===== src/rtl/gmii_tx_frame_monitor.sv =====
// Passive GMII transmit-stream checker: preamble/SFD, length, IPG and fifo cross-checks,
// one result pulse per frame plus saturating link statistics.
`timescale 1ns/1ps
module gmii_tx_frame_monitor #(
  parameter int PRE_LEN = 7,
  parameter int PKT_MIN = 64,
  parameter int PKT_MAX = 1600,
  parameter int IPG_MIN = 7,
  parameter int CNT_W   = 32
) (
  input  logic             gmii_tx_clk,
  input  logic             rst,
  input  logic [7:0]       gmii_data_in,
  input  logic             gmii_en_in,
  input  logic [15:0]      length_in,
  input  logic             crc_error_in,
  input  logic             stat_clear,
  output logic             frame_done,
  output logic [15:0]      frame_len,
  output logic [5:0]       frame_status,
  output logic [CNT_W-1:0] frame_cnt,
  output logic [CNT_W-1:0] byte_cnt,
  output logic [CNT_W-1:0] err_cnt,
  output logic [15:0]      min_ipg
);

  localparam logic [2:0] S_SYNC = 3'd0;
  localparam logic [2:0] S_IDLE = 3'd1;
  localparam logic [2:0] S_PRE  = 3'd2;
  localparam logic [2:0] S_BODY = 3'd3;
  localparam logic [2:0] S_SKIP = 3'd4;

  localparam logic [15:0] PRE_LEN_W = 16'(PRE_LEN);
  localparam logic [15:0] PKT_MIN_W = 16'(PKT_MIN);
  localparam logic [15:0] PKT_MAX_W = 16'(PKT_MAX);
  localparam logic [15:0] IPG_MIN_W = 16'(IPG_MIN);

  function automatic logic [15:0] sat_inc16(input logic [15:0] v);
    return (v == 16'hFFFF) ? v : v + 16'd1;
  endfunction

  function automatic logic [CNT_W-1:0] sat_add_cnt(input logic [CNT_W-1:0] a,
                                                  input logic [15:0] b);
    logic [CNT_W:0] s;
    s = {1'b0, a} + (CNT_W+1)'(b);
    return s[CNT_W] ? {CNT_W{1'b1}} : s[CNT_W-1:0];
  endfunction

  logic [2:0]  state;
  logic [15:0] pre_idx;
  logic [15:0] tot_cnt;
  logic [15:0] body_cnt;
  logic [15:0] ipg_cnt;
  logic [15:0] gap_cap;
  logic [15:0] len_cap;
  logic        crc_cap;
  logic        pre_err_r;
  logic        ipg_chk;
  logic        have_prev;

  logic        is_pre;
  logic        is_sfd;
  logic        frame_end;
  logic [15:0] end_len;
  logic        end_pre;
  logic        end_runt;
  logic        end_giant;
  logic        end_ipg;
  logic        end_lm;
  logic [5:0]  end_status;

  assign is_pre = (gmii_data_in == 8'h55);
  assign is_sfd = (gmii_data_in == 8'hD5);

  // A frame that never reached BODY (bad byte, or en dropped inside the preamble) reports no length.
  assign frame_end  = !gmii_en_in && (state == S_PRE || state == S_BODY || state == S_SKIP);
  assign end_len    = (state == S_BODY) ? body_cnt : 16'd0;
  assign end_pre    = pre_err_r || (state != S_BODY);
  assign end_runt   = !end_pre && (end_len < PKT_MIN_W);
  assign end_giant  = !end_pre && (end_len > PKT_MAX_W);
  assign end_ipg    = ipg_chk && (gap_cap < IPG_MIN_W);
  assign end_lm     = (tot_cnt != len_cap);
  assign end_status = {crc_cap, end_lm, end_ipg, end_giant, end_runt, end_pre};

  always_ff @(posedge gmii_tx_clk) begin
    if (rst) begin
      state        <= S_SYNC;
      pre_idx      <= '0;
      tot_cnt      <= '0;
      body_cnt     <= '0;
      ipg_cnt      <= '0;
      gap_cap      <= '0;
      len_cap      <= '0;
      crc_cap      <= 1'b0;
      pre_err_r    <= 1'b0;
      ipg_chk      <= 1'b0;
      have_prev    <= 1'b0;
      frame_done   <= 1'b0;
      frame_len    <= '0;
      frame_status <= '0;
      frame_cnt    <= '0;
      byte_cnt     <= '0;
      err_cnt      <= '0;
      min_ipg      <= 16'hFFFF;
    end else begin
      frame_done <= 1'b0;
      case (state)
        S_SYNC: begin
          if (!gmii_en_in) begin
            state   <= S_IDLE;
            ipg_cnt <= 16'd1;
          end
        end
        S_IDLE: begin
          if (gmii_en_in) begin
            // First en-high cycle: byte is preamble index 0; fifo sideband and gap are captured here.
            tot_cnt   <= 16'd1;
            body_cnt  <= '0;
            pre_idx   <= 16'd1;
            len_cap   <= length_in;
            crc_cap   <= crc_error_in;
            gap_cap   <= ipg_cnt;
            ipg_chk   <= have_prev;
            have_prev <= 1'b1;
            if (is_sfd) begin
              state     <= S_BODY;
              pre_err_r <= (PRE_LEN_W != 16'd0);
            end else if (is_pre) begin
              state     <= S_PRE;
              pre_err_r <= 1'b0;
            end else begin
              state     <= S_SKIP;
              pre_err_r <= 1'b1;
            end
          end else begin
            ipg_cnt <= sat_inc16(ipg_cnt);
          end
        end
        S_PRE: begin
          if (gmii_en_in) begin
            tot_cnt <= sat_inc16(tot_cnt);
            if (is_sfd) begin
              state     <= S_BODY;
              pre_err_r <= (pre_idx != PRE_LEN_W);
            end else if (is_pre) begin
              pre_idx <= sat_inc16(pre_idx);
            end else begin
              state     <= S_SKIP;
              pre_err_r <= 1'b1;
            end
          end
        end
        S_BODY: begin
          if (gmii_en_in) begin
            tot_cnt  <= sat_inc16(tot_cnt);
            body_cnt <= sat_inc16(body_cnt);
          end
        end
        S_SKIP: begin
          if (gmii_en_in) tot_cnt <= sat_inc16(tot_cnt);
        end
        default: state <= S_SYNC;
      endcase

      // The frame-ending en-low cycle is already the first cycle of the next gap.
      if (frame_end) begin
        state        <= S_IDLE;
        ipg_cnt      <= 16'd1;
        frame_done   <= 1'b1;
        frame_len    <= end_len;
        frame_status <= end_status;
      end

      if (stat_clear) begin
        frame_cnt <= '0;
        byte_cnt  <= '0;
        err_cnt   <= '0;
        min_ipg   <= 16'hFFFF;
      end else if (frame_end) begin
        frame_cnt <= sat_add_cnt(frame_cnt, 16'd1);
        byte_cnt  <= sat_add_cnt(byte_cnt, end_len);
        if (end_status != 6'd0) err_cnt <= sat_add_cnt(err_cnt, 16'd1);
        if (ipg_chk && (gap_cap < min_ipg)) min_ipg <= gap_cap;
      end
    end
  end

endmodule


===== config.mk =====
export PLATFORM = sky130hd
export DESIGN_NAME = gmii_tx_frame_monitor
export DESIGN_NICKNAME = d
export VERILOG_FILES = /design/src/rtl/gmii_tx_frame_monitor.sv
export SDC_FILE = /design/constraint.sdc
export NUM_CORES = 1
export LEC_CHECK = 0
export BUFFER_PORTS_ARGS = -buffer_cell sky130_fd_sc_hd__buf_2
export CAP_MARGIN = 20
export CORE_ASPECT_RATIO = 0.75
export CORE_MARGIN = 2
export CORE_UTILIZATION = 40
export DETAILED_ROUTE_END_ITERATION = 8
export PLACE_DENSITY = 0.63
export SYNTH_ARGS = -nofsm -noshare
export SYNTH_HDL_FRONTEND = slang
export SYNTH_SLANG_ARGS = --single-unit

===== constraint.sdc =====
create_clock -name gmii_tx_clk -period 10 [get_ports gmii_tx_clk]
set_input_delay 0 -clock gmii_tx_clk [delete_from_list [all_inputs] [get_ports gmii_tx_clk]]
set_output_delay 0 -clock gmii_tx_clk [all_outputs]
set_load 0.05 [all_outputs]

[Word-level counts from Yosys, hierarchy flattened]
Index checks and enable logic that the tools add are counted.
Word-level totals
  register bits: 238
  input bits: 29
  output and inout port bits: 135
  logic and storage cells: 136
Cells by class
  add/sub/neg operators: 7
  order comparisons: 4
  eq/ne operators: 33
  multiplexer cells: 39
  bitwise gates (word level): 1
  reduce and logical (&&, ||, !) cells: 32
Operator list (number)
  two-way mux 16 bit: 14
  one-hot mux 16 bit (2 select lines): 4
  two-way mux 32 bit: 3
  adder 32 x 1 -> 33 bit, second input constant: 2
  adder 16 x 1 -> 16 bit, second input constant: 4
  == test 16 bit, second input constant: 4
  adder 32 x 16 -> 33 bit: 1
  != test 2 bit, second input constant: 11
  two-way mux 3 bit: 7
  AND reduction 4 bit: 5
  != test 3 bit, second input constant: 6
  greater-than comparator 16 x 11 -> 1 bit, second input constant: 1
  < comparator 16 bit: 1
  < comparator 16 x 3 -> 1 bit, second input constant: 1
  < comparator 16 x 7 -> 1 bit, second input constant: 1
  != test 16 bit: 1
  != test 16 x 3 -> 1 bit, second input constant: 1
  one-hot mux 3 bit (4 select lines): 1
  AND reduction 5 bit: 2
  two-way mux 1 bit: 9
  == test 8 x 7 -> 1 bit, second input constant: 1
  == test 8 bit, second input constant: 1
  nonzero test 2 bit: 4
  == test 3 x 2 -> 1 bit, second input constant: 2
  other kinds (17): 29

[Depth between registers and ports, before layout]
Gate-level depths: netlist (run 1).
  depth after elaboration: 6
  depth in mapped cells: 13
  gate-level depth less buffers: 11

[Worst setup path before layout (run 1)]
No wires, ideal clock.
  path type: register to register
  start point: reg state[2]
  end point: reg byte_cnt[10]
  setup time: 137 ps
  arrival: 3033 ps
  data required time: 9863 ps
  path slack: 6830 ps
  stages on the path, launching flop included: 13
  buffers on the path: 3
  period minus slack after synthesis: 3170 ps
  cells stage by stage: dfxtp_1 -> and3b_1 -> buf_4 -> clkbuf_1 -> and2_1 -> ha_1 -> fa_1 -> nand3_1 -> a21o_1 -> a211oi_1 -> o311ai_0 -> clkbuf_1 -> a31oi_1
Between the ends
  word-level cells in the longest chain between the ends: 4
  elaborated cells on any way between the ends: 9
  those cells by class: add/sub: 1; eq/ne: 3; mux: 2; reduce/logical: 3
RTL lines
  start, declared: line 49  | logic [2:0] state;
  start signal, assigned: line 87  | state <= S_SYNC;
  start signal, assigned: line 110  | state <= S_IDLE;
  start signal, assigned: line 126  | state <= S_BODY;
  == test 3 x 2 -> 1 bit: line 77  | assign end_len = (state == S_BODY) ? body_cnt : 16'd0;
  two-way mux 16 bit: line 77
  named net end_len[0]: line 64  | logic [15:0] end_len;
  adder 32 x 16 -> 33 bit: line 45  | s = {1'b0, a} + (CNT_W+1)'(b);
  two-way mux 32 bit: line 46  | return s[CNT_W] ? {CNT_W{1'b1}} : s[CNT_W-1:0];
  end signal, assigned: line 181  | byte_cnt <= sat_add_cnt(byte_cnt, end_len);
  end, declared: line 22  | output logic [CNT_W-1:0] byte_cnt,
The timed path passes the listed nets, and every way through them passes these cells.
A chain may end at the register's enable or synchronous reset.

[Worst setup path in the final report (run 1)]
  start point: reg state[1]
  end point: reg byte_cnt[19]
The elaborated chain is that of the path after synthesis.

==> impl_metrics.csv, run 1 <==
group,metric,value,unit
logic_synthesis,ys_seq_elements,238,
clocking,htree_levels,1,
clocking,cts_made_buffers,26,
power,power,2.059,mW
detailed_routing,vias_per_cell,5.568,
clocking,cts_buffer_depth,3,
setup_path,cp-end-kind,"flip-flop",
power,power_density,144.1,nW/um2
power,ir_worst_vdd,119.7,uV
timing,fmax,247.5,MHz
global_route,grt_pass1_wl,54650,um
clocking,cts_num_sinks,238,
timing,finalHoldViolations,0,
setup_path,arrival,4.51,ns
setup_path,path_cells,"and3b_1 -> and2_1 -> ha_1 -> fa_1 -> nand3_1 -> a21o_1 -> a211oi_1 -> o311a_1 -> nor2_1 -> a311oi_1",
layout,multiInputGateArea,6814,um2
detailed_routing,dr.pass1.iters,5,
placement,portBuffers,163,
floorplanning,start_util,0.4105,
layout,fin_cells,2040,
floorplanning,die_h,154.2,um
setup_path,slowest_delay,0.72,ns
logic_synthesis,synthArstFlopShare,0,
setup_path,startpoint_type,"flip-flop",
layout,final_util,0.4871,
timing,setup_viol,0,
flow_run,drv_cap,0,
clocking,cts_hold_buffers,23,
logic_synthesis,synth.net_count,1546,
logic_synthesis,synth_warnings,0,
detailed_routing,drt-total-wl,33280,um
setup_path,cp_max_fo,22,
logic_synthesis,synth.avg_cell_area,8.122,um2
setup_path,cp_top_family,"compound AO/OA/AOI/OAI gates",
timing,period_needed,4.041,ns
logic_synthesis,synthCells,1482,
clocking,postCtsSetupBuffers,0,
setup_path,critPathBufInv,0,
detailed_routing,ant_nets,0,
layout,synthToLayoutAreaGrowth,18.66,%
placement,placed_cells,1970,
detailed_routing,drt_iter0_markers,665,
timing,finClkSkew,0.01030,ns
setup_path,path_class,"reg -> reg",
floorplanning,ios,164,
clocking,cts.clk_slew.worst_paths,0.07,ns
layout,antenna_cells,0,
floorplanning,die_w,204.3,um
detailed_routing,dr_total_vias,11360,
clocking,cts_root_buffer,"clkbuf_16",
timing,tightest_slew,1.039,ns
timing,fin_setup_tns,0,ns
placement,hpwl,23240,um
timing,period_share,0.4041,
logic_synthesis,synth_edf_count,0,
global_route,grt_pass1_vias,10470,
power,cellLeakagePower,5.762,nW
setup_path,slowest_stage,"and3b_1",
timing,relSlewSlack,0.3044,
clocking,worstSkewPairLatency,0.55,ns
global_route,antenna_found_initial,0,
floorplanning,core-area,29320,um2
layout,fill_cells,2863,
floorplanning,num_rows,54,
layout,regArea,4765,um2
logic_synthesis,synth.distinct_cells,84,
logic_synthesis,syn_area,12040,um2
floorplanning,die_area,31510,um2
detailed_routing,drt_drc_violations_left,0,
logic_synthesis,yosysSeqAreaShare,0.3958,
layout,fin_nets,1693,
global_route,grt_remaining_overflow,0,
layout,drive_gt1_frac,0.1511,
global_route,grt_max_degree,58,
outcome,status,"finished, final reports clean",
clocking,cts_resized,0,
timing,final_max_slew_viol_count,0,
clocking,cts_tree,"yes",
min_path,hold_path.class,"in -> reg",
placement,place.gp.congestion,0.8883,
logic_synthesis,ys.flop_type,"dfxtp_1",
global_route,grt.total_usage,0.2073,
timing,grt_setup_unrepaired,"false",
detailed_routing,wl_per_cell,16.32,um
setup_path,cp_data_required_time,10.47,ns
## cells in the final DEF (no fill, tap or decap), drive strengths merged, types with 4 or more instances in the layout
master	Yosys	routed
o31ai	5	5
a311oi	13	13
nor3	47	47
nor2b	6	6
clkinv	1	7
and4b	4	4
buf	15	177
nand2b	10	10
mux2i	15	15
a31oi	25	25
nor2	146	146
inv	37	38
and4	19	19
or2	5	5
xnor2	46	46
ha	34	34
nand4	38	38
o21ai	69	69
dlygate4sd3	0	23
and2	22	22
o41ai	5	5
dfxtp	238	238
nand3b	6	6
and3	27	27
a21oi	132	132
maj3	4	4
xor2	54	54
a41oi	9	9
nand2	171	171
a2111oi	4	4
nand3	81	81
a211oi	22	22
clkbuf	66	36
or4	6	6
or3	13	13
nor4	21	21
a21o	17	17
## state kept, by name (all words and copies together), names as in the netlist, 3 cells and up
register,flops
gap_cap,16
frame_status,6
byte_cnt,32
min_ipg,16
frame_cnt,32
ipg_cnt,16
tot_cnt,16
err_cnt,32
body_cnt,16
frame_len,16
pre_idx,16
len_cap,16
state,3
## worst paths after layout
check	from	end	slack, ns	depth (start not counted)
worst max register to register	state[1]$_SDFFE_PP0P_	byte_cnt[19]$_SDFFE_PP0P_	5.96	10
worst max-delay path	state[1]$_SDFFE_PP0P_	byte_cnt[19]$_SDFFE_PP0P_	5.96	10
worst min-delay path	gmii_data_in[3]	state[0]$_SDFFE_PP0P_	0.03	5
worst min register to register	frame_status[2]$_SDFFE_PP0P_	frame_status[2]$_SDFFE_PP0P_	0.45	2
## through the flow
step,setup WS [ns],area (um2),hold WS (ns)
2_1_floorplan,6.830,12040,0.1360
3_3_place_gp,6.088,13130,0.2424
3_5_place_dp,5.967,13130,0.2523
4_1_cts,5.947,14280,0.01219
5_1_grt,5.636,14280,0.06719
6_report,5.959,14280,0.02858
## cells in the mapped netlist, drive strengths merged, types with 3 or more instances
master,n,area (um2)
and4,19,166.4
and4b,4,40.04
a31oi,25,156.4
and2,22,137.6
nor2,146,555.5
nand2,171,641.9
a211oi,22,165.2
inv,37,138.9
o41ai,5,51.30
clkbuf,66,249.0
o311ai,3,26.28
or3,13,82.58
nand3,81,405.4
mux2i,15,150.1
a221oi,3,26.28
o21ai,69,345.3
xnor2,46,402.9
nand4,38,237.7
and3,27,168.9
or2,5,31.28
xor2,54,473.0
buf,15,96.34
ha,34,425.4
a2111oi,4,53.81
nor3b,3,22.52
maj3,4,40.04
dfxtp,238,4765
or4,6,52.55
nor3,47,240.2
nand2b,10,70.06
a41oi,9,78.83
o31ai,5,37.54
a311oi,13,120.1
nor2b,6,37.54
o22ai,3,18.77
nand3b,6,45.04
nor4,21,137.6
a21o,17,127.6
o221a,3,33.78
a21oi,132,660.6
## worst min-delay path, stage by stage
cell     delay [ns]
buf_2          0.08
nor4b_2        0.08
a21oi_1        0.14
o21ai_0        0.07
and3b_1        0.15
## report_power, final
part / switching (mW) / internal (mW) / leakage (nW) / total [mW]
logic: 0.0452 / 0.0223 / 3.39 / 0.0675
registers: 0.00583 / 0.953 / 1.92 / 0.959
clock network: 0.411 / 0.621 / 0.456 / 1.03
total: 0.462 / 1.60 / 5.76 / 2.06
## layout make-up
type | count | area share
Inverter | 38 | 0.009987
Clock inverter | 11 | 0.009812
Sequential cell | 238 | 0.3336
Tap cell | 392 | 0.03434
Timing Repair Buffer | 200 | 0.08060
Clock buffer | 36 | 0.05458
Multi-Input combinational cell | 1125 | 0.4771
## per-layer routing
layer  share of wire  wire, um  track usage  up-vias
met5               0         0            0        -
met1            0.50     16500       0.3032     5388
met2            0.43     14290       0.3195      292
li1                -         -            -     5637
met3           0.057      1897      0.03392       42
met4           0.018       595      0.04555        0
## kinds of logic after synthesis
kind of cell               Yosys count  share of synthesized area
xor gates and xnor gates           100                    0.07277
muxes                               16                    0.01341
and+or+nand+nor                    634                     0.2619
buffers and inverters              119                    0.04054
AOI/OAI and AO/OA                  336                     0.1753
adders and majority gates           39                    0.04033
DFF                                238                     0.3958
Note: power is estimated with default switching activity, not from simulation.
==> run 2: changes to the inputs <==
PLACE_DENSITY = 0.65   (was 0.63)
clock period = 3.5 ns   (was 10 ns; I/O delays follow)
==> run 2 against run 1 <==
Compared with the run above: core utilization increased by 0.55 points; clock power increased to 2.7 times the previous value; register-to-register slack got worse by 5.7 ns; setup slack got worse by 5.7 ns; sequential power increased to 2.9 times the previous value; first-iteration DRC count increased by 18%; die area unchanged; critical path depth increased by 1; sequential cell count unchanged; routed wire length increased by 0.57%; critical endpoint is now byte_cnt[25]$_SDFFE_PP0P_; largest cell class unchanged.
==> impl_metrics.csv, run 2 (synthesis results as in run 1) <==
group,metric,value,unit
floorplanning,die_h,154.2,um
placement,portBuffers,163,
min_path,whs_endpoint,"len_cap[9]$_SDFFE_PP0P_",
setup_path,cp_data_required_time,3.93,ns
clocking,cts_tree,"yes",
floorplanning,ios,164,
setup_path,path_cells,"and3b_1 -> buf_4 -> and2_1 -> ha_1 -> and3_1 -> nand3_1 -> nand4b_1 -> o311a_1 -> nor2_1 -> nand4_1 -> a32o_1",
layout,synthToLayoutAreaGrowth,20.00,%
layout,layout_commonest_cell,"dfxtp_1",
power,power,5.747,mW
clocking,cts_buffer_depth,3,
floorplanning,die_w,204.3,um
timing,fin_setup_tns,0,ns
timing,finClkSkew,0.01300,ns
clocking,cts.clk_slew.worst_paths,0.06,ns
timing,tightest_slew,0.9387,ns
setup_path,ff2ff_path_depth,11,
layout,top_regs,"byte_cnt x32, err_cnt x32, frame_cnt x32",
setup_path,slowest_delay,0.41,ns
floorplanning,core-area,29320,um2
placement,place.gp.congestion,0.8940,
global_route,grt.total_usage,0.2074,
setup_path,cp_top_family,"simple AND/OR/NAND/NOR gates",
timing,setup_viol,0,
floorplanning,start_util,0.4105,
detailed_routing,drt_iter0_markers,788,
floorplanning,num_rows,54,
global_route,antenna_found_initial,0,
setup_path,cp-end-kind,"flip-flop",
outcome,status,"finished, final reports clean",
timing,hold_slack,0.2412,ns
min_path,hold_path.class,"in -> reg",
detailed_routing,wl_per_cell,16.21,um
timing,final_max_slew_viol_count,0,
layout,fill_cells,2837,
detailed_routing,vias_per_cell,5.544,
setup_path,reg2reg_to,"byte_cnt[25]$_SDFFE_PP0P_",
timing,period_share,0.9262,
timing,period_needed,3.242,ns
detailed_routing,ant_nets,0,
clocking,worstSkewPairLatency,0.54,ns
timing,relSlewSlack,0.3742,
global_route,grt_remaining_overflow,0,
power,power_density,397.9,nW/um2
detailed_routing,dr.pass1.iters,7,
clocking,cts_hold_buffers,23,
clocking,cts_resized,0,
flow_run,drv_cap,0,
floorplanning,die_area,31510,um2
setup_path,arrival,3.68,ns
setup_path,path_class,"reg -> reg",
layout,fin_nets,1716,
power,cellLeakagePower,5.873,nW
clocking,cts_root_buffer,"clkbuf_16",
setup_path,startpoint_type,"flip-flop",
clocking,cts_made_buffers,27,
setup_path,crit_cells,11,
global_route,grt_pass1_wl,54590,um
setup_path,critPathBufInv,1,
clocking,cts_num_sinks,238,
setup_path,cp_max_fo,11,
detailed_routing,drt-total-wl,33470,um
min_path,whs_path_depth,4,
power,ir_worst_vdd,292.3,uV
placement,hpwl,23840,um
min_path,holdCritStartpoint,"length_in[9]",
layout,layout_common_cells,"238 x dfxtp_1, 171 x nand2_1, 163 x buf_2",
setup_path,rr_startpoint,"state[0]$_SDFFE_PP0P_",
setup_path,r2r_slack,0.26,ns
setup_path,slowest_stage,"o311a_1",
timing,finalHoldViolations,0,
clocking,htree_levels,1,
detailed_routing,dr_total_vias,11450,
detailed_routing,drt_drc_violations_left,0,
layout,antenna_cells,0,
global_route,grt_max_degree,52,
global_route,grt_pass1_vias,10450,
layout,drive_gt1_frac,0.1632,
timing,grt_setup_unrepaired,"false",
timing,fmax,308.5,MHz
clocking,postCtsSetupBuffers,0,
[run 2: cell count changes in the layout (fill, tap and decap cells not counted), sizes merged]
cell / change
clkbuf: +1
bufinv: -2
inv: +1
clkinv: +3
buf: +22
[run 2: worst max-delay path by stage]
stage                         startpoint                        end
2_1_floorplan      state[2]$_SDFFE_PP0P_  byte_cnt[10]$_SDFFE_PP0P_
3_3_place_gp   body_cnt[11]$_SDFFE_PP0P_   err_cnt[17]$_SDFFE_PP0P_
3_5_place_dp   body_cnt[11]$_SDFFE_PP0P_   err_cnt[20]$_SDFFE_PP0P_
4_1_cts        body_cnt[11]$_SDFFE_PP0P_   err_cnt[20]$_SDFFE_PP0P_
5_1_grt            state[0]$_SDFFE_PP0P_  byte_cnt[25]$_SDFFE_PP0P_
6_report           state[0]$_SDFFE_PP0P_  byte_cnt[25]$_SDFFE_PP0P_
[run 2: metal layers]
layer	wire, um	vias up	GRT usage
li1	-	5694	-
met1	16700	5431	0.3080
met2	14330	278	0.3180
met3	1821	45	0.02802
met4	617	0	0.04658
met5	0	-	0
[run 2: power breakdown]
part	leakage (nW)	switching, mW	internal (mW)
clock network	0.445	1.17	1.64
logic	3.51	0.134	0.0709
registers	1.92	0.0139	2.72
total	5.87	1.31	4.43
[run 2: cell type report]
type | instances | area [um2] | share of cell area
Inverter | 38 | 142.6 | 0.009875
Timing Repair Buffer | 222 | 1349 | 0.09338
Clock inverter | 13 | 100.1 | 0.006930
Tap cell | 392 | 490.5 | 0.03396
Clock buffer | 37 | 783.3 | 0.05423
Multi-Input combinational cell | 1125 | 6814 | 0.4718
Sequential cell | 238 | 4765 | 0.3299
[run 2: tightest hold or removal path: cells and delay by family]
family          cells  cell delay [ns]
buf+inv             2             0.60
simple gates        1             0.04
compound gates      1             0.10
[run 2: through the flow]
step / cells / setup slack [ns] / utilization / cell area, um2
after global routing: 2065 / 0.02098 / 0.4926 / 14440
after detailed placement: 1992 / 0.2674 / 0.4546 / 13330
after floorplan: 1482 / 0.3300 / - / 12040
after CTS: 2065 / 0.2562 / 0.4926 / 14440
after global placement: 1991 / 0.1658 / 0.4537 / 13300
final: 2065 / 0.2582 / 0.4926 / 14440
